<file path="src/rtl/spi_reg_pkg.sv">
// Shared definitions for the SPI register writer: frame layout, peripheral
// register map, controller FSM states and the frame packing helper.
package spi_reg_pkg;

    localparam int FRAME_W = 16;
    localparam int RW_BIT  = 15;

    // Register map of the SPI register peripheral
    localparam logic [6:0] ADDR_EN_OUT_LO = 7'h00;  // en_out[7:0]
    localparam logic [6:0] ADDR_EN_OUT_HI = 7'h01;  // en_out[15:8]
    localparam logic [6:0] ADDR_EN_PWM_LO = 7'h02;  // en_pwm[7:0]
    localparam logic [6:0] ADDR_EN_PWM_HI = 7'h03;  // en_pwm[15:8]
    localparam logic [6:0] ADDR_PWM_DUTY  = 7'h04;  // pwm_duty

    typedef enum logic [2:0] {
        ST_IDLE  = 3'd0,
        ST_SETUP = 3'd1,
        ST_SHIFT = 3'd2,
        ST_HOLD  = 3'd3,
        ST_GAP   = 3'd4
    } spi_state_e;

    // Write frame: write flag, 7-bit address, 8-bit data, sent MSB first
    function automatic logic [FRAME_W-1:0] build_frame(input logic [6:0] addr,
                                                       input logic [7:0] data);
        return {1'b1, addr, data};
    endfunction

endpackage

</file>
<file path="src/rtl/spi_sclk_gen.sv">
// SCLK half-period divider. While enabled, sclk toggles every CLK_DIV cycles
// starting from low; rise_tick/fall_tick flag the cycle whose closing edge
// makes sclk go high/low. clear parks the divider with sclk low.
module spi_sclk_gen
    import spi_reg_pkg::*;
#(
    parameter int CLK_DIV = 4
) (
    input  logic clk,
    input  logic rst,
    input  logic enable,
    input  logic clear,
    output logic rise_tick,
    output logic fall_tick,
    output logic sclk
);

    localparam int CNT_W = (CLK_DIV > 1) ? $clog2(CLK_DIV) : 1;
    localparam logic [CNT_W-1:0] LAST = CNT_W'(CLK_DIV - 1);

    logic [CNT_W-1:0] div_cnt_r;
    logic             sclk_r;
    logic             at_end_s;

    // Decode the end of a half period into edge strobes for the controller
    always_comb begin
        at_end_s  = 1'b0;
        rise_tick = 1'b0;
        fall_tick = 1'b0;
        if (enable && (div_cnt_r == LAST)) begin
            at_end_s  = 1'b1;
            rise_tick = ~sclk_r;
            fall_tick = sclk_r;
        end else begin
            at_end_s  = 1'b0;
        end
    end

    // Half-period counter and registered sclk level
    always_ff @(posedge clk or posedge rst) begin
        if (rst) begin
            div_cnt_r <= '0;
            sclk_r    <= 1'b0;
        end else if (clear) begin
            div_cnt_r <= '0;
            sclk_r    <= 1'b0;
        end else if (at_end_s) begin
            div_cnt_r <= '0;
            sclk_r    <= ~sclk_r;
        end else if (enable) begin
            div_cnt_r <= div_cnt_r + CNT_W'(1);
        end
    end

    assign sclk = sclk_r;

endmodule

</file>
<file path="src/rtl/spi_reg_writer.sv">
// SPI mode-0 controller issuing one 16-bit write frame per accepted
// address/data request. FSM: IDLE -> SETUP -> SHIFT -> HOLD -> GAP -> IDLE.
// The single IDLE cycle before the next accept counts toward the ncs-high
// gap, so GAP itself lasts CS_IDLE-1 cycles (at least one, to carry done).
module spi_reg_writer
    import spi_reg_pkg::*;
#(
    parameter int CLK_DIV  = 4,
    parameter int CS_SETUP = 2,
    parameter int CS_HOLD  = 2,
    parameter int CS_IDLE  = 2
) (
    input  logic       clk,
    input  logic       rst,
    input  logic       req_valid,
    output logic       req_ready,
    input  logic [6:0] req_addr,
    input  logic [7:0] req_data,
    output logic       busy,
    output logic       done,
    output logic       ncs,
    output logic       sclk,
    output logic       copi
);

    localparam int GAP_LEN = (CS_IDLE > 1) ? (CS_IDLE - 1) : 1;

    spi_state_e         state_r;
    logic [FRAME_W-1:0] shift_r;
    logic [FRAME_W-1:0] frame_s;
    logic [15:0]        cyc_cnt_r;
    logic [3:0]         bit_cnt_r;
    logic               last_bit_r;
    logic               ncs_r;
    logic               copi_r;
    logic               req_ready_r;
    logic               busy_r;
    logic               done_r;
    logic               gen_enable_s;
    logic               gen_clear_s;
    logic               rise_tick_s;
    logic               fall_tick_s;

    // Frame packing and divider control derived from the current state
    always_comb begin
        frame_s      = build_frame(req_addr, req_data);
        gen_enable_s = 1'b0;
        gen_clear_s  = 1'b1;
        if (state_r == ST_SHIFT) begin
            gen_enable_s = 1'b1;
            gen_clear_s  = 1'b0;
        end else begin
            gen_enable_s = 1'b0;
            gen_clear_s  = 1'b1;
        end
    end

    spi_sclk_gen #(
        .CLK_DIV (CLK_DIV)
    ) u_sclk_gen (
        .clk       (clk),
        .rst       (rst),
        .enable    (gen_enable_s),
        .clear     (gen_clear_s),
        .rise_tick (rise_tick_s),
        .fall_tick (fall_tick_s),
        .sclk      (sclk)
    );

    // Frame sequencer: handshake, shift register, phase timing, registered pins
    always_ff @(posedge clk or posedge rst) begin
        if (rst) begin
            state_r     <= ST_IDLE;
            shift_r     <= '0;
            cyc_cnt_r   <= 16'd0;
            bit_cnt_r   <= 4'd0;
            last_bit_r  <= 1'b0;
            ncs_r       <= 1'b1;
            copi_r      <= 1'b0;
            req_ready_r <= 1'b0;
            busy_r      <= 1'b0;
            done_r      <= 1'b0;
        end else begin
            done_r <= 1'b0;
            case (state_r)
                ST_IDLE: begin
                    cyc_cnt_r  <= 16'd0;
                    bit_cnt_r  <= 4'd0;
                    last_bit_r <= 1'b0;
                    if (req_valid && req_ready_r) begin
                        shift_r     <= frame_s;
                        copi_r      <= frame_s[RW_BIT];
                        ncs_r       <= 1'b0;
                        busy_r      <= 1'b1;
                        req_ready_r <= 1'b0;
                        state_r     <= ST_SETUP;
                    end else begin
                        req_ready_r <= 1'b1;
                    end
                end
                ST_SETUP: begin
                    if (cyc_cnt_r == 16'(CS_SETUP - 1)) begin
                        cyc_cnt_r <= 16'd0;
                        state_r   <= ST_SHIFT;
                    end else begin
                        cyc_cnt_r <= cyc_cnt_r + 16'd1;
                    end
                end
                ST_SHIFT: begin
                    // The decision to stop is taken at the 16th rising edge,
                    // the state ends on the falling edge that follows it
                    if (rise_tick_s) begin
                        last_bit_r <= (bit_cnt_r == 4'd15);
                    end
                    if (fall_tick_s) begin
                        if (last_bit_r) begin
                            bit_cnt_r  <= 4'd0;
                            last_bit_r <= 1'b0;
                            state_r    <= ST_HOLD;
                        end else begin
                            bit_cnt_r <= bit_cnt_r + 4'd1;
                            shift_r   <= {shift_r[FRAME_W-2:0], 1'b0};
                            copi_r    <= shift_r[FRAME_W-2];
                        end
                    end
                end
                ST_HOLD: begin
                    if (cyc_cnt_r == 16'(CS_HOLD - 1)) begin
                        cyc_cnt_r <= 16'd0;
                        ncs_r     <= 1'b1;
                        copi_r    <= 1'b0;
                        done_r    <= 1'b1;
                        state_r   <= ST_GAP;
                    end else begin
                        cyc_cnt_r <= cyc_cnt_r + 16'd1;
                    end
                end
                ST_GAP: begin
                    if (cyc_cnt_r == 16'(GAP_LEN - 1)) begin
                        cyc_cnt_r   <= 16'd0;
                        busy_r      <= 1'b0;
                        req_ready_r <= 1'b1;
                        state_r     <= ST_IDLE;
                    end else begin
                        cyc_cnt_r <= cyc_cnt_r + 16'd1;
                    end
                end
                default: begin
                    state_r     <= ST_IDLE;
                    cyc_cnt_r   <= 16'd0;
                    bit_cnt_r   <= 4'd0;
                    last_bit_r  <= 1'b0;
                    ncs_r       <= 1'b1;
                    copi_r      <= 1'b0;
                    req_ready_r <= 1'b0;
                    busy_r      <= 1'b0;
                end
            endcase
        end
    end

    assign req_ready = req_ready_r;
    assign busy      = busy_r;
    assign done      = done_r;
    assign ncs       = ncs_r;
    assign copi      = copi_r;

endmodule
</file>
<file path="config.mk">
export PLATFORM = sky130hd
export DESIGN_NAME = spi_reg_writer
export DESIGN_NICKNAME = d
export VERILOG_FILES = /design/src/rtl/spi_reg_pkg.sv /design/src/rtl/spi_sclk_gen.sv /design/src/rtl/spi_reg_writer.sv
export SDC_FILE = /design/constraint.sdc
export NUM_CORES = 1
export LEC_CHECK = 0
export ABC_AREA = 1
export BUFFER_PORTS_ARGS = -buffer_cell sky130_fd_sc_hd__buf_2
export CORE_ASPECT_RATIO = 2
export CORE_MARGIN = 2
export CORE_UTILIZATION = 59
export DETAILED_ROUTE_END_ITERATION = 7
export GPL_TIMING_DRIVEN = 0
export HOLD_SLACK_MARGIN = 0.03
export PLACE_DENSITY = 0.79
export SYNTH_ARGS = -nofsm -noshare
export SYNTH_HDL_FRONTEND = slang
export SYNTH_HIERARCHICAL = 1
export SYNTH_SLANG_ARGS = --single-unit
export TNS_END_PERCENT = 50
</file>
<file path="constraint.sdc">
create_clock -name clk -period 2.6 [get_ports clk]
set_clock_uncertainty 0.05 [all_clocks]
set_input_delay 0.52 -clock clk [delete_from_list [all_inputs] [get_ports clk]]
set_output_delay 0.52 -clock clk [all_outputs]
set_load 0.1 [all_outputs]
</file>
Word level (Yosys, flattened, before mapping)

Index checks and enable logic that the tools add are counted.

Add/sub/neg operators: 3
Multiply operators: 0
Divide/modulo/power cells: 0
Magnitude comparators: 0
Equal/unequal tests: 16
Shift operators: 0
Mux-type cells: 45
Bitwise operators: 5
Reduce and logical (&&, ||, !) cells: 17

Operators by type and width:

| operator                                        | count |
|---|---|
| case mux 16 bit (3 select lines)                | 1 |
| 2-to-1 mux 15 bit                               | 3 |
| 2-to-1 mux 16 bit                               | 2 |
| case mux 15 bit (2 select lines)                | 1 |
| 2-to-1 mux 1 bit                                | 20 |
| 2-to-1 mux 3 bit                                | 6 |
| adder 16 x 1 -> 16 bit (second input constant)  | 1 |
| == test 16 x 1 -> 1 bit (second input constant) | 1 |
| logical NOT 16 bit                              | 1 |
| case mux 3 bit (5 select lines)                 | 1 |
| != test 2 bit (second input constant)           | 7 |
| case mux 1 bit (3 select lines)                 | 3 |
| OR reduction 3 bit                              | 3 |
| 2-to-1 mux 4 bit                                | 2 |
| case mux 4 bit (2 select lines)                 | 1 |
| == test 3 x 2 -> 1 bit (second input constant)  | 2 |
| 2-to-1 mux 2 bit                                | 3 |
| AND reduction 3 bit                             | 2 |
| AND reduction 6 bit                             | 1 |
| inverter 1 bit                                  | 5 |
| AND reduction 5 bit                             | 1 |
| adder 4 x 1 -> 4 bit (second input constant)    | 1 |
| == test 4 bit (second input constant)           | 1 |
| case mux 1 bit (4 select lines)                 | 1 |
| 13 further kinds                                | 16 |

Bits in registers: 47
Bits in latches: 0
Memory bits (writable): 0
ROM bits: 0
Bits of input ports: 18
Logic and storage cells: 98
Memories kept: 0

Depth between registers and ports, before layout

Gate-level depths: netlist of the first run.

Depth after elaboration: 8
Gate-level depth with buffers: 13

Hierarchy

Netlist of the first run, hierarchy kept.

By module, submodules not included:

| module         | times used | cells each | area each (um^2) | sequential area each (um^2) |
|---|---|---|---|---|
| spi_reg_writer | 1          | 333        | 2,509.9          | 1,102.3 |
| spi_sclk_gen   | 1          | 24         | 168.9            | 75.1 |

Worst setup path after synthesis of the first run

No wires, ideal clock.

Kind: register to register
Start point: reg u_sclk_gen.sclk_r, in the netlist u_sclk_gen/sclk
End point: reg shift_r[14]
Data arrival time: 1.785 ns
Setup slack: 0.639 ns
Cell stages (with the launch flop): 9
Path buffers: 1
Period minus slack after synthesis: 1.961 ns
Path through: dfrtp_1 -> inv_1 -> nor2_1 -> inv_1 -> nand3_1 -> nand2_2 -> nor2_4 -> buf_2 -> o21ai_1

Word-level cells in the longest chain between the ends: 3

Ends and longest elaborated chain:

| element                              | RTL line              | text |
|---|---|---|
| start: declaration                   | spi_sclk_gen.sv:22    | `logic sclk_r;` |
| start signal: assignment             | spi_sclk_gen.sv:49    | `sclk_r <= ~sclk_r;` |
| 2-to-1 mux 1 bit                     | spi_sclk_gen.sv:30    | `if (enable && (div_cnt_r == LAST)) begin` |
| named net fall_tick_s                | spi_reg_writer.sv:42  | `logic fall_tick_s;` |
| != test 2 bit (no source line)       | --                    |  |
| AND reduction 4 bit (no source line) | --                    |  |
| end signal: assignment               | spi_reg_writer.sv:91  | `shift_r <= frame_s;` |
| end signal: assignment               | spi_reg_writer.sv:122 | `shift_r <= {shift_r[FRAME_W-2:0], 1'b0};` |
| end: declaration                     | spi_reg_writer.sv:29  | `logic [FRAME_W-1:0] shift_r;` |

The timed path passes the listed nets, and every way through them passes these cells.
A chain may end at the register's enable or synchronous reset.

Worst setup path after layout of the first run

Start point: reg state_r[2]
End point: reg shift_r[3]

Word-level cells in the longest chain between the ends: 6
Elaborated cells on any way between the ends: 11

Ends and longest elaborated chain:

| element                              | RTL line              | text |
|---|---|---|
| start: declaration                   | spi_reg_writer.sv:28  | `spi_state_e state_r;` |
| start signal: assignment             | spi_reg_writer.sv:73  | `state_r <= ST_IDLE;` |
| start signal: assignment             | spi_reg_writer.sv:96  | `state_r <= ST_SETUP;` |
| start signal: assignment             | spi_reg_writer.sv:104 | `state_r <= ST_SHIFT;` |
| == test 3 x 2 -> 1 bit               | spi_reg_writer.sv:49  | `if (state_r == ST_SHIFT) begin` |
| 2-to-1 mux 1 bit                     | spi_reg_writer.sv:49  |  |
| named net gen_enable_s               | spi_reg_writer.sv:39  | `logic gen_enable_s;` |
| logical AND 1 bit                    | spi_sclk_gen.sv:30    |  |
| 2-to-1 mux 1 bit                     | spi_sclk_gen.sv:30    |  |
| named net fall_tick_s                | spi_reg_writer.sv:42  |  |
| != test 2 bit (no source line)       | --                    |  |
| AND reduction 4 bit (no source line) | --                    |  |

The timed path passes the listed nets, and every way through them passes these cells.

==> results of run 1 <==
routing by layer:
layer | vias to the layer above | wire length, um | GRT usage
li1 | 1223 | - | -
met1 | 1202 | 2360 | 0.282
met2 | 42 | 3260 | 0.492
met3 | 10 | 142 | 0.0255
met4 | 0 | 105 | 0.109
met5 | - | 0 | 0
sequential cells by signal, indices dropped and copies added (netlist names):
name and count:
bit_cnt_r 4, busy 1, copi 1, cyc_cnt_r 16
done 1, last_bit_r 1, ncs 1, req_ready 1
shift_r 15, state_r 3, u_sclk_gen/div_cnt_r 2, u_sclk_gen/sclk 1
stage by stage:
| stage | total power, W | std cells | setup WS, ns | hold WS (ns) | utilization |
|---|---|---|---|---|---|
| 2_1_floorplan | 0.000756 | 357 | 0.639 | 0.224 | - |
| 5_1_grt | 0.00123 | 443 | 0.0219 | 0.0553 | 0.683 |
| 4_1_cts | 0.00120 | 443 | 0.245 | 0.0328 | 0.683 |
| 3_5_place_dp | 0.000777 | 435 | 0.273 | 0.356 | 0.664 |
| 3_3_place_gp | 0.000773 | 434 | 0.282 | 0.347 | 0.659 |
| 6_report | 0.00119 | 443 | 0.227 | 0.0388 | 0.683 |
final timing paths:
| path | endpoint | start | slack, ns |
|---|---|---|---|
| max in group asynchronous | cyc_cnt_r[4] | rst | 1.93 |
| worst min-delay path | u_sclk_gen/div_cnt_r[1] | rst | 0.04 |
| worst max-delay path | shift_r[3] | state_r[2] | 0.23 |
| worst min register to register | ncs | ncs | 0.42 |
| worst max register to register | shift_r[3] | state_r[2] | 0.23 |
| min in group clk | shift_r[0] | req_data[0] | 0.42 |
power groups by stage:
stage | logic, W | registers (W) | clock network, W
global route | 0.0000359 | 0.000730 | 0.000464
detailed placement | 0.0000325 | 0.000745 | 0
finish | 0.0000310 | 0.000730 | 0.000428
global placement | 0.0000283 | 0.000745 | 0
CTS | 0.0000325 | 0.000730 | 0.000439
floorplan | 0.0000114 | 0.000745 | 0
kinds of logic after synthesis:
group	share of synthesized area
buf+inv	0.0911
compound gates	0.136
xor+xnor	0.0131
fa+ha+maj	0.0234
simple gates	0.297
flops	0.440
final cells by class:
| class | count | area (um2) | area share |
|---|---|---|---|
| Timing Repair Buffer | 24 | 135 | 0.0456 |
| Sequential cell | 47 | 1180 | 0.397 |
| Clock inverter | 1 | 5.00 | 0.00169 |
| Inverter | 50 | 189 | 0.0638 |
| Clock buffer | 7 | 76.3 | 0.0258 |
| Buffer | 8 | 55.1 | 0.0186 |
| Tap cell | 54 | 67.6 | 0.0228 |
| Multi-Input combinational cell | 252 | 1260 | 0.424 |
cell usage in the layout (no fill, tap or decap), types with 2 or more instances in the layout:
cell type  count
nor2_2         4
a21oi_1        4
ha_1           5
nor2_1        36
nand4_1        7
clkbuf_8       5
buf_6          2
nor3_1         3
nand3_1       22
nand2_2        5
buf_2         28
clkbuf_1       2
o21ai_1       17
inv_2          4
dfrtp_1       46
xor2_1         4
clkinv_2       2
o21ai_0       19
inv_1         45
nand2_1       96
nor2_4         3
o211ai_1      20
synthesized netlist by cell type (2+ instances only):
library cell	instances	area share
nand2_1	96	0.13
dfrtp_1	46	0.43
inv_1	46	0.064
nor2_1	36	0.050
nand3_1	22	0.041
o211ai_1	20	0.056
o21ai_0	19	0.035
o21ai_1	17	0.032
nand4_1	7	0.016
buf_2	5	0.0093
ha_1	5	0.023
nand2_2	5	0.012
a21oi_1	4	0.0075
nor2_2	4	0.0093
xor2_1	4	0.013
inv_2	3	0.0042
nor2_4	3	0.013
nor3_1	3	0.0056
buf_6	2	0.0084
==> flow_summary.toml, run 1 <==
[logic_synthesis]
synth_cell_types = 29
syn_area_um2 = 2680
synthesis.nets = 380
async_reset_ff_frac = 1.00
yosys_warnings = 6
postSynthRegisterBits = 47
post_synth.cell_area_avg_um2 = 7.50
postSynth.topFlopCell = "dfrtp_1"
netlist_instances = 357
synth_sequential_area_ratio = 0.440
synth_enable_flop_cells = 0

[cells_and_area]
n_antenna_cell = 0
area_growth_syn_to_layout_pct = 10.6
stdcell_area_um2 = 2960
post_route_cells_drive_above_1_share = 0.149
fillCellCount = 391
layout.nets = 411

[outcome]
status = "finished clean"

[power_and_ir_drop]
switching_share = 0.216
power.switching_w = 0.000257
power.internal_w = 0.000932
power.sequential.fraction = 0.614
clockPowerShare = 0.360
p_per_area_nw_per_um2 = 401
p_comb_frac = 0.026
max-vdd-ir-drop_mv = 0.461
leak_pwr_nw = 1.50

[detailed_routing]
antenna_left = 0
viasPerCell = 5.59
vias = 2477
wl_per_cell_um = 13.2
drt_wl_total_um = 5860
drt_iter0_drc = 60
drc = 0
pre_antenna_drt_iters = 4

[worst_setup_path]
critPathTopFamily = "simple AND/OR/NAND/NOR gates"
worstPathArrival_ns = 2.50
critical-path-max-stage-delay_ns = 0.44
critical_path.cell_chain = "nor2_4 > nand2_4 > clkinv_2 > buf_2 > nand2_2 > nor2_1 > inv_1 > nand3_1 > nand2_2 > nor2_4 > buf_2 > o21ai_1"
path_depth = 12
crit_path_max_fanout = 13
path_buf_inv = 4
nature_of_the_critical_path_startpoint = "flop"
r2r.worst_path.cells = 12
worst_setup_path_end_kind = "flop"
slowest_stage = "dfrtp_1"
worstSetupPathType = "flop to flop"
required_time_of_the_critical_path_ns = 2.73

[global_route]
grt_start_max_net_pins = 34
grt_first_pass_wirelength_um = 10400
antenna_found_initial = 0
globalRouteTotalUtil = 0.261
grt_pass1_vias = 2558
overflow = 0

[timing]
tightest_slew_ns = 0.484
number_of_endpoints_with_negative_hold_slack_in_the_final_report = 0
fin_max_slew_vios = 0
achievable-frequency_mhz = 421
final_min_period_over_clock_period = 0.913
min_period_ns = 2.37
grt_setup_unrepaired = "no"
tns_ns = 0
slew_headroom = 0.680
finalSetupViolations = 0

[floorplanning]
overall_die_width_um = 51.6
floorplan.rows = 34
io_pins = 24
initial_utilization = 0.617
die_h_um = 99.3
floorplan.die_area_um2 = 5130
coreArea_um2 = 4340

[hold_path]
worstHoldPathType = "primary input to async pin"

[clock_network]
ctsLongestPathBuffers = 2
clkSinkCount = 47
cts_resized = 0
depth_of_the_cts_h_tree = 2
clk_pin_slew_worst_paths_ns = 0.09
cts_tree = "built"
numCtsBuffers = 5
clk_root_buffer_cell = "clkbuf_8"
post_cts.repair.setup_buffers = 0
clk-insertion-delay-late_ns = 0.29
post_cts_hold_buffer_count = 0

[job]
maxCapViolCount = 0

[placed_design]
dpl.hpwl_um = 4350
port_buffers = 23
placedInstanceArea_um2 = 2880
place_congestion = 0.826
Note: power is estimated with default switching activity, not from simulation.
==> run 2, diff against run 1 <==
Settings changed: REMOVE_ABC_BUFFERS set to 1.
==> flow_summary.toml, run 2 (synthesis gave the netlist of run 1 again) <==
[power_and_ir_drop]
p_per_area_nw_per_um2 = 398
power.sequential.fraction = 0.625
power.internal_w = 0.000922
max-vdd-ir-drop_mv = 0.412
power.switching_w = 0.000246
switching_share = 0.210
leak_pwr_nw = 1.49
report.power.total_w = 0.00117
p_comb_frac = 0.027
clockPowerShare = 0.348

[global_route]
overflow = 0
grt_pass1_vias = 2465
globalRouteTotalUtil = 0.257
grt_start_max_net_pins = 44
antenna_found_initial = 0
grt_first_pass_wirelength_um = 10200

[cells_and_area]
largest_reg_flops = 16
post_route_cells_drive_above_1_share = 0.134
mostFrequentLayoutCell = "nand2_1"
stdcell_area_um2 = 2940
most-common-layout-cells = "96 x nand2_1, 46 x dfrtp_1, 45 x inv_1"
largestRegisters = "cyc_cnt_r x16, shift_r x15, bit_cnt_r x4"
layout.nets = 405
largest_register = "cyc_cnt_r"
n_antenna_cell = 0
area_growth_syn_to_layout_pct = 9.62

[worst_setup_path]
nature_of_the_critical_path_startpoint = "flop"
crit_path_max_fanout = 43
worstSetupPathType = "flop to flop"
required_time_of_the_critical_path_ns = 2.72
worst_setup_path_end_kind = "flop"
worstPathArrival_ns = 2.55

[clock_network]
clk_root_buffer_cell = "clkbuf_8"
ctsLongestPathBuffers = 2
depth_of_the_cts_h_tree = 2
clk_pin_slew_worst_paths_ns = 0.08
numCtsBuffers = 5
clkSinkCount = 47
post_cts_hold_buffer_count = 0
clk-insertion-delay-late_ns = 0.29
cts_tree = "built"

[detailed_routing]
drt_wl_total_um = 5800
viasPerCell = 5.55
drc = 0
pre_antenna_drt_iters = 4
wl_per_cell_um = 13.3
drt_iter0_drc = 72
antenna_left = 0
vias = 2414

[timing]
fin_max_slew_vios = 0
achievable-frequency_mhz = 411
min_period_ns = 2.43
final_min_period_over_clock_period = 0.936
number_of_endpoints_with_negative_hold_slack_in_the_final_report = 0
tightest_slew_ns = 0.476
slew_headroom = 0.681
holdWs_ns = 0.0400
finalSetupViolations = 0
tns_ns = 0

[placed_design]
dpl.hpwl_um = 4040
placedInstanceArea_um2 = 2830
place_congestion = 0.863
port_buffers = 23

[hold_path]
worstHoldPathType = "primary input to async pin"

[outcome]
status = "finished clean"

[floorplanning]
floorplan.die_area_um2 = 5130
initial_utilization = 0.617
overall_die_width_um = 51.6
coreArea_um2 = 4340
floorplan.rows = 34
die_h_um = 99.3
io_pins = 24

[job]
maxCapViolCount = 0
[run 2: layout make-up]
cell class	count	area [um2]
sequential	47	1180
clock buffer	6	72.6
inverter	50	195
multi-input combinational	253	1270
timing repair buffer	25	155
fill	391	1400
tap	54	67.6
[run 2: metal layers]
layer,track usage,vias to the layer above,part of all wire
li1,-,1200,-
met1,0.276,1151,0.39
met2,0.480,52,0.57
met3,0.0255,11,0.025
met4,0.115,0,0.022
met5,0,-,0
[run 2: stage by stage]
stage	setup slack, ns	utilization	instances
after floorplan	0.299	-	349
after global placement	-0.188	0.647	426
after detailed placement	-0.237	0.651	427
after CTS	0.0789	0.672	434
after global routing	-0.0230	0.677	435
final	0.166	0.677	435
[run 2: path summary, 6_finish.rpt]
| kind | startpoint | depth (start not counted) | slack [ns] | end |
|---|---|---|---|---|
| setup reg to reg | state_r[2] | 10 | 0.17 | shift_r[0] |
| hold reg to reg | ncs | 2 | 0.41 | ncs |
| min in group clk | ncs | 2 | 0.41 | ncs |
| hold / removal | rst | 2 | 0.04 | u_sclk_gen/div_cnt_r[1] |
| setup / recovery | state_r[2] | 10 | 0.17 | shift_r[0] |
| max in group asynchronous | rst | 3 | 1.93 | shift_r[6] |
[run 2: power groups by stage]
| stage | Combinational [W] | Sequential [W] | Clock, W |
|---|---|---|---|
| 2_1_floorplan | 0.0000114 | 0.000745 | 0 |
| 3_3_place_gp | 0.0000280 | 0.000745 | 0 |
| 3_5_place_dp | 0.0000325 | 0.000745 | 0 |
| 4_1_cts | 0.0000327 | 0.000730 | 0.000414 |
| 5_1_grt | 0.0000362 | 0.000730 | 0.000435 |
| 6_report | 0.0000312 | 0.000730 | 0.000406 |
[run 2: timing repair]
action,4_1_cts,5_1_grt
gates resized for setup,2,1
endpoints found under the setup margin,15,15
pin swaps,1,2
buffers inserted,0,1
cloned,1,0
hold endpoints to repair,0,0
[run 2: critical path, stage by stage (launching register included)]
cell     delay [ns]
dfrtp_1        0.46
nor2_4         0.23
nand2_4        0.22
inv_8          0.27
nand2_2        0.11
nor2_1         0.17
inv_1          0.06
nand3_1        0.13
nand2_2        0.14
nor2_4         0.33
o21ai_1        0.11
==> run 3, diff against run 2 <==
Settings changed: ABC_AREA 1 to 0.
==> flow_summary.toml, run 3 <==
[worst_setup_path]
slowest_stage = "dfrtp_1"
critical_path.cell_chain = "nor2_4 > nand2_8 > clkinvlp_4 > and3_1 > inv_1 > a21oi_1 > o21ai_1 > or3_1 > o31ai_1"
crit_path_max_fanout = 31
path_buf_inv = 2
required_time_of_the_critical_path_ns = 2.75
critical-path-max-stage-delay_ns = 0.50
nature_of_the_critical_path_startpoint = "flop"
worstSetupPathType = "flop to flop"
worstPathArrival_ns = 2.58
worst_setup_path_end_kind = "flop"
critPathTopFamily = "simple AND/OR/NAND/NOR gates"

[logic_synthesis]
postSynth.topFlopCell = "dfrtp_1"
post_synth.cell_area_avg_um2 = 8.69
syn_area_um2 = 2530
synth_commonest_cells = "56 x nand2_1, 46 x dfrtp_1, 34 x nor2_1"
async_reset_ff_frac = 1.00
synth_cell_types = 47
synth_top_area_share = 0.455
synth.top_cells.by_area = "dfrtp_1 46%, nand2_1 8.3%, nor2_1 5.0%, a31oi_1 3.7%, o21ai_0 3.2%"
yosys_warnings = 6
synth_sequential_area_ratio = 0.466
synth_enable_flop_cells = 0
yosys.cell_count.top_type = "nand2_1"
postSynthRegisterBits = 47
most_area_hungry_cell_type_in_the_yosys_netlist = "dfrtp_1"
netlist_instances = 291

[power_and_ir_drop]
max-vdd-ir-drop_mv = 0.462
leak_pwr_nw = 1.33
p_per_area_nw_per_um2 = 453

[cells_and_area]
largestRegisters = "cyc_cnt_r x16, shift_r x15, bit_cnt_r x4"
largest_reg_flops = 16
finish.utilization = 0.699
n_antenna_cell = 0
area_growth_syn_to_layout_pct = 13.0
mostFrequentLayoutCell = "nand2_1"
multi_input_comb_area_um2 = 1270
stdcell_area_um2 = 2860
largest_register = "cyc_cnt_r"
seq_area_um2 = 1180
layout.nets = 340
post_route_cells_drive_above_1_share = 0.167
fillCellCount = 320
most-common-layout-cells = "55 x nand2_1, 46 x dfrtp_1, 33 x nor2_1"

[timing]
fin_max_slew_vios = 0
holdWs_ns = 0.0442
post-route-worst-setup-slack_ns = 0.172
min_period_ns = 2.43
finalSetupViolations = 0
slew_headroom = 0.519
grt_setup_unrepaired = "no"
tightest_slew_ns = 0.718
number_of_endpoints_with_negative_hold_slack_in_the_final_report = 0
achievable-frequency_mhz = 412
final_min_period_over_clock_period = 0.934

[clock_network]
clk-insertion-delay-late_ns = 0.31
cts_tree = "built"
clk_pin_slew_worst_paths_ns = 0.09
clkSinkCount = 47
depth_of_the_cts_h_tree = 2
clk_root_buffer_cell = "clkbuf_8"
numCtsBuffers = 5
ctsLongestPathBuffers = 2

[floorplanning]
initial_utilization = 0.618
coreArea_um2 = 4090
overall_die_width_um = 50.3
floorplan.die_area_um2 = 4860
die_h_um = 96.6
io_pins = 24
floorplan.rows = 33

[global_route]
grt_first_pass_wirelength_um = 9480
overflow = 0
antenna_found_initial = 0
grt_pass1_vias = 2156
grt_start_max_net_pins = 34
globalRouteTotalUtil = 0.256

[placed_design]
dp_worst_setup_slack_ns = -1.56
port_buffers = 23
dpl.hpwl_um = 3780
place_congestion = 0.821
placedInstanceArea_um2 = 2690

[detailed_routing]
drt_iter0_drc = 56
pre_antenna_drt_iters = 6
drt_wl_total_um = 5730
viasPerCell = 5.97
vias = 2202
drc = 0
antenna_left = 0
wl_per_cell_um = 15.5

[outcome]
status = "finished clean"

[job]
maxCapViolCount = 0

[hold_path]
worstHoldPathType = "primary input to async pin"
## run 3: cell types whose count changed in the layout (fill, tap and decap cells not counted), moves of 5 or more
| cell | change |
|---|---|
| a21oi_1 | +9 |
| a31oi_1 | +15 |
| and2_1 | +5 |
| and3_1 | +6 |
| inv_1 | -33 |
| nand2_1 | -41 |
| nand2_2 | -5 |
| nand3_1 | -14 |
| nand4_1 | -5 |
| o211ai_1 | -17 |
| o21ai_0 | -5 |
| o21ai_1 | -11 |
## run 3: cells by family (layout without fill, tap and decap cells)
family	Yosys count	in the layout	synth area share
buffers and inverters	25	51	0.0426
AND/OR/NAND/NOR	136	136	0.267
XOR/XNOR	5	5	0.0173
multiplexers	3	3	0.0124
AO/OA/AOI/OAI	70	70	0.170
flip-flops	47	47	0.466
adder cells (fa/ha/maj)	5	5	0.0248
## run 3: power by group
part	leakage [nW]	internal [W]	switching [W]
Combinational	0.661	0.0000125	0.0000189
Clock	0.0513	0.000282	0.000251
Sequential	0.615	0.000730	0
## run 3: path summary, 6_finish.rpt
check / start / endpoint / slack, ns / cells past startpoint
min in group clk: req_addr[0] / shift_r[8] / 0.41 / 3
max in group asynchronous: rst / last_bit_r / 1.91 / 3
min reg2reg: bit_cnt_r[3] / bit_cnt_r[3] / 0.45 / 1
max reg2reg: state_r[2] / bit_cnt_r[3] / 0.17 / 9
max: state_r[2] / bit_cnt_r[3] / 0.17 / 9
min: rst / u_sclk_gen/div_cnt_r[1] / 0.04 / 2
## run 3: per-stage QoR
step | power, W | std cells | setup TNS, ns
2_1_floorplan | 0.000756 | 280 | -19.69
3_3_place_gp | 0.000773 | 355 | -52.92
3_5_place_dp | 0.000777 | 357 | -38.83
4_1_cts | 0.00130 | 366 | 0
5_1_grt | 0.00132 | 369 | 0
6_report | 0.00129 | 369 | 0
## run 3: metal layers
layer  share of wire  vias up  routed length (um)  global-route usage
met3           0.028       15                 163              0.0415
met1            0.39     1081                2220               0.285
met5               0        -                   0                   0
li1                -     1057                   -                   -
met4           0.030        0                 170               0.125
met2            0.55       49                3180               0.465
## run 3: worst reg2reg max path: cells and delay by family (launching register included)
family                 cells  cell delay, ns
flip-flops                 1            0.50
AND/OR/NAND/NOR            4            1.01
AO/OA/AOI/OAI              3            0.52
buffers and inverters      2            0.24
## run 3: final cells by class
type                            instances  share of cell area
Timing Repair inverter                  1             0.00175
Clock inverter                          1              0.0105
Timing Repair Buffer                   29              0.0631
Sequential cell                        47               0.412
Inverter                               14              0.0197
Tap cell                               52              0.0228
Clock buffer                            6              0.0254
Multi-Input combinational cell        219               0.445
## run 3: what timing repair did
| action | in CTS | in global routing |
|---|---|---|
| setup buffers | 1 | 3 |
| resized for setup | 6 | 2 |
| pin swaps | 0 | 1 |
| cloned | 1 | 0 |
| hold buffers | 0 | 0 |
| endpoints found under the setup margin | 39 | 16 |
